--- config.mk ---
export PLATFORM = sky130hd
export DESIGN_NAME = if_fetch_stage
export DESIGN_NICKNAME = d
export VERILOG_FILES = /design/src/rtl/if_fetch_stage.sv
export SDC_FILE = /design/constraint.sdc
export NUM_CORES = 1
export LEC_CHECK = 0
export ABC_AREA = 1
export BUFFER_PORTS_ARGS = -buffer_cell sky130_fd_sc_hd__buf_2
export CAP_MARGIN = 25
export CORE_AREA = 2 2 135 137
export CTS_BUF_LIST = sky130_fd_sc_hd__clkbuf_2
export CTS_CLUSTER_SIZE = 14
export DETAILED_ROUTE_END_ITERATION = 6
export DIE_AREA = 0 0 137 139
export PLACE_DENSITY = 0.84
export SYNTH_ARGS = -nofsm -noshare
export SYNTH_HDL_FRONTEND = slang
export SYNTH_SLANG_ARGS = --single-unit
--- constraint.sdc ---
create_clock -name clk -period 7.09 [get_ports clk]
set_input_delay 2.127 -clock clk [delete_from_list [all_inputs] [get_ports clk]]
set_output_delay 2.127 -clock clk [all_outputs]
set_load 0.02 [all_outputs]
--- src/rtl/if_fetch_stage.sv ---
// Instruction-fetch front end: in-order imem requests, response PC tracking,
// and a small {pc, inst} FIFO presented to decode with redirect flushing.
module if_fetch_stage #(
   parameter logic [31:0] RESET_PC = 32'h0000_0000,
   parameter int          DEPTH    = 2,
   parameter logic [31:0] NOP_INST = 32'h0000_0013
) (
   input  logic        clk,
   input  logic        rst,
   input  logic        ds_allowin,
   input  logic        stall_flag,
   input  logic        br_taken,
   input  logic [31:0] br_target,
   input  logic        trap_valid,
   input  logic [31:0] trap_target,
   output logic        imem_req,
   output logic [31:0] imem_addr,
   input  logic        imem_gnt,
   input  logic        imem_rvalid,
   input  logic [31:0] imem_rdata,
   output logic        fs_valid,
   output logic [31:0] pc_out,
   output logic [31:0] inst_out
);

   localparam int            AW      = $clog2(DEPTH);
   localparam int            CW      = AW + 1;
   localparam logic [CW:0]   DEPTH_W = (CW+1)'(DEPTH);

   logic [31:0]   fetch_pc;
   logic [31:0]   resp_pc;
   logic [CW-1:0] outstanding;
   logic [CW-1:0] discard;
   logic [CW-1:0] wptr;
   logic [CW-1:0] rptr;
   logic [CW-1:0] count;
   logic [31:0]   fifo_pc   [DEPTH];
   logic [31:0]   fifo_inst [DEPTH];

   logic          redirect;
   logic [31:0]   target;
   logic          grant;
   logic          resp;
   logic          push;
   logic          pop;
   logic          empty;

   assign redirect = trap_valid | br_taken;
   assign target   = {(trap_valid ? trap_target[31:2] : br_target[31:2]), 2'b00};

   assign count    = wptr - rptr;
   assign empty    = (count == '0);

   // Every in-flight request holds a FIFO slot, so a response can always be pushed.
   assign imem_req  = !rst && !redirect &&
                      (({1'b0, outstanding} + {1'b0, count}) < DEPTH_W);
   assign imem_addr = fetch_pc;
   assign grant     = imem_req & imem_gnt;

   assign resp      = imem_rvalid && (outstanding != '0);
   assign push      = resp && (discard == '0) && !redirect;

   assign fs_valid  = !empty && !redirect;
   assign pop       = fs_valid & ds_allowin & !stall_flag;

   assign pc_out    = empty ? resp_pc  : fifo_pc[rptr[AW-1:0]];
   assign inst_out  = empty ? NOP_INST : fifo_inst[rptr[AW-1:0]];

   always_ff @(posedge clk) begin
      if (rst) begin
         fetch_pc    <= RESET_PC;
         resp_pc     <= RESET_PC;
         outstanding <= '0;
         discard     <= '0;
         wptr        <= '0;
         rptr        <= '0;
      end else begin
         outstanding <= outstanding + CW'(grant) - CW'(resp);
         if (redirect) begin
            fetch_pc <= target;
            resp_pc  <= target;
            wptr     <= '0;
            rptr     <= '0;
            // outstanding already includes responses still owed to earlier
            // redirects, so the new drop count is simply every request left in flight.
            discard  <= outstanding - CW'(resp);
         end else begin
            if (grant)
               fetch_pc <= fetch_pc + 32'd4;
            if (push) begin
               wptr    <= wptr + CW'(1);
               resp_pc <= resp_pc + 32'd4;
            end
            if (resp && (discard != '0))
               discard <= discard - CW'(1);
            if (pop)
               rptr <= rptr + CW'(1);
         end
      end
   end

   always_ff @(posedge clk) begin
      if (push) begin
         fifo_pc[wptr[AW-1:0]]   <= resp_pc;
         fifo_inst[wptr[AW-1:0]] <= imem_rdata;
      end
   end

endmodule
==> results.py <==
metrics = {
    "yosys": {
        "synth_compound_area_share_pct": 13.4,
        "synth-seq-cells": 193,
        "synth-xor-area-share_pct": 0.795,
        "synth_cell_types": 38,
        "yosys.area_share.simple_pct": 26.3,
        "yosysSeqAreaShare_pct": 51.5,
        "async_flop_share_pct": 0,
        "synthAdderAreaFrac_pct": 1.09,
        "yosysWarnings": 0,
        "syn_area_per_cell_um2": 7.90,
        "synth_edf_count": 124,
        "ys.flop_type": "edfxtp_1",
        "mappedNetlistArea_um2": 9920,
        "synthMuxAreaShare_pct": 0,
        "synth_cells": 1255,
        "synth_top_family_by_area": "simple AND/OR/NAND/NOR gates",
    },
    "timing": {
        "period_share_pct": 79.0,
        "maxSlewHeadroom_pct": 38.4,
        "max_freq_mhz": 178,
        "setup_viol": 0,
        "tightest_slew_ns": 0.924,
        "holdWs_ns": 0.541,
        "rsz0062_at_grt": "no",
        "report.final.slew_viol_count": 0,
        "setup_tns_ns": 0,
        "period_minus_slack_ns": 5.60,
        "fin_skew_ns": 0.0399,
        "hold_viol": 0,
    },
    "clocking": {
        "cts.sinks": 193,
        "path_clk_slew_ns": 0.27,
        "cts_resized": 0,
        "tritoncts": "yes",
        "h-tree-depth": 4,
        "clk_latency_ns": 0.81,
        "cts_buffer_depth": 2,
        "post_cts_buffers": 0,
        "cts_buffers": 17,
        "ctsRootBufferMaster": "clkbuf_2",
        "holdBufCountCts": 0,
    },
    "critical_path": {
        "start_kind": "input port",
        "endpoint_kind": "output pin",
        "arrival_ns": 3.48,
        "crit_fanout": 32,
        "r2r_slack_ns": 3.95,
        "cp_slowest_stage_delay_ns": 0.49,
        "crit_family": "buffers and inverters",
        "cp.buffers_inverters": 3,
        "crit_slowest_cell": "buf_2",
        "crit_type": "in -> out",
        "crit_top_cell": "buf_2",
        "worstPathCellList": "buf_2 > nor2_4 > inv_1 > nor2_1 > buf_2",
        "worstPathRequired_ns": 4.96,
    },
    "power": {
        "power_uw": 2310,
        "cellLeakagePower_uw": 0.00470,
        "ir_worst_vdd_mv": 0.0936,
        "powerDensity_nw_per_um2": 206,
    },
    "floorplanning": {
        "die_h_um": 139,
        "start_util_pct": 56.2,
        "row_count": 49,
        "io_pins": 202,
        "die_area_um2": 19000,
        "core_um2": 17700,
        "dieWidth_um": 137,
    },
    "global_routing": {
        "antenna_found_initial": 1,
        "grt_max_degree": 83,
        "grt.total_usage_pct": 26.1,
        "overflow": 0,
        "grt_pass1_vias": 8151,
        "grt_pass1_wl_um": 39500,
    },
    "route": {
        "drt_iter0_markers": 739,
        "drtPass1Iterations": 5,
        "drc": 0,
        "antenna_left": 0,
        "num_vias": 9065,
        "wl_um": 25200,
        "wl_per_cell_um": 15.1,
        "vias_per_cell": 5.45,
    },
    "run": {
        "cap_violations": 0,
    },
    "final_layout": {
        "drive_above_1_share_pct": 18.3,
        "fin_nets": 1532,
        "seq_area_um2": 5110,
        "fillers": 1516,
        "syn_to_final_growth_pct": 13.2,
        "multi_input_area_um2": 4160,
        "finalNonFillerCells": 1663,
    },
    "placement": {
        "placed_cells_incl_taps": 1629,
        "dp_hpwl_um": 17800,
        "globalplace.congestion": 0.932,
        "io_buffers": 193,
    },
    "outcome": {
        "status": "finished clean",
    },
    "hold_path": {
        "min_path_type": "reg -> reg",
    },
}
==> power breakdown <==
group | switching (µW) | total, µW | internal (µW)
combinational | 258 | 395 | 137
sequential | 74.2 | 1340 | 1270
clock | 400 | 574 | 173
==> area by class of cell <==
cell class	instances	area share [%]
Multi-Input combinational cell	907	37.0
Tap cell	229	2.55
Timing Repair Buffer	203	9.38
Clock inverter	15	1.49
Inverter	98	3.30
Clock buffer	17	0.758
Sequential cell	193	45.5
Antenna cell	1	0.0223
==> worst paths after layout <==
kind               start        endpoint  cells past startpoint
min reg2reg  resp_pc[10]  fifo_pc[1][10]                      0
min          resp_pc[10]  fifo_pc[1][10]                      0
max           trap_valid        fs_valid                      5
max reg2reg      wptr[0]   imem_addr[12]                     11
==> metrics by stage <==
stage          util [%]  cell area [µm²]  setup slack, ns
2_1_floorplan         -             9930             1.36
3_3_place_gp       62.0            11000             1.52
3_5_place_dp       62.0            11000             1.51
4_1_cts            63.5            11200             1.51
5_1_grt            63.6            11200             1.36
6_report           63.6            11200             1.49
==> cell usage after synthesis (all sizes together), types with 27 or more instances <==
library cell  count  area share (%)
inv              98             3.7
clkbuf           27             1.0
nand2           340              13
a21oi            94             4.7
nand3            74             3.7
a31oi            40             2.5
dfxtp            69              14
o21ai            99             5.0
nor2            207             8.4
edfxtp          124              38
buf              33             2.1
==> kinds of logic after synthesis <==
logic type	Yosys count
xor gates and xnor gates	9
DFF	193
AOI/OAI and AO/OA	247
other	1
adders and majority gates	8
buffers and inverters	158
and+or+nand+nor	639
==> sequential cells by signal, indices dropped and copies added, names as in the netlist, named ones only <==
signal       cells
fifo_pc         60
wptr             2
discard          2
resp_pc         30
outstanding      2
fifo_inst       64
imem_addr       30
rptr             2
==> per-layer routing <==
| layer | GRT usage, % | vias up | wire length, µm |
|---|---|---|---|
| met5 | 0 | - | 0 |
| li1 | - | 4492 | - |
| met1 | 35.0 | 4117 | 10500 |
| met4 | 8.25 | 0 | 481 |
| met3 | 5.48 | 36 | 2450 |
| met2 | 42.5 | 420 | 11800 |
==> cell usage in the layout, fill, tap and decap left out, types with 2 or more instances in the layout <==
| cell | n |
|---|---|
| nand2_1 | 334 |
| nor2_1 | 194 |
| buf_2 | 193 |
| edfxtp_1 | 124 |
| o21ai_0 | 96 |
| inv_1 | 95 |
| a21oi_1 | 94 |
| nand3_1 | 74 |
| dfxtp_1 | 68 |
| a31oi_1 | 40 |
| clkbuf_2 | 17 |
| buf_4 | 9 |
| nor2_4 | 8 |
| o21bai_1 | 7 |
| ha_1 | 7 |
| xor2_1 | 6 |
| inv_6 | 6 |
| nand2_2 | 5 |
| nor2_2 | 5 |
| or2_2 | 4 |
| nand3b_1 | 4 |
| nor3_1 | 4 |
| conb_1 | 4 |
| xnor2_1 | 3 |
| o211ai_1 | 3 |
| nand4_1 | 3 |
| o21a_1 | 3 |
| and2_1 | 2 |
| inv_2 | 2 |
| o21ai_1 | 2 |
| bufinv_16 | 2 |
| clkinvlp_4 | 2 |
| inv_8 | 2 |
==> worst register-to-register path, cell delays in order, from the launching register on <==
cell     delay (ns)
dfxtp_1        0.49
inv_1          0.13
ha_1           0.33
or2_2          0.31
fa_1           0.49
nand2_1        0.10
nor2_4         0.13
nand2_2        0.07
nand2_2        0.51
inv_4          0.24
o21ai_0        0.22
a21oi_1        0.08
No activity file was read; power rests on OpenSTA's default activity.
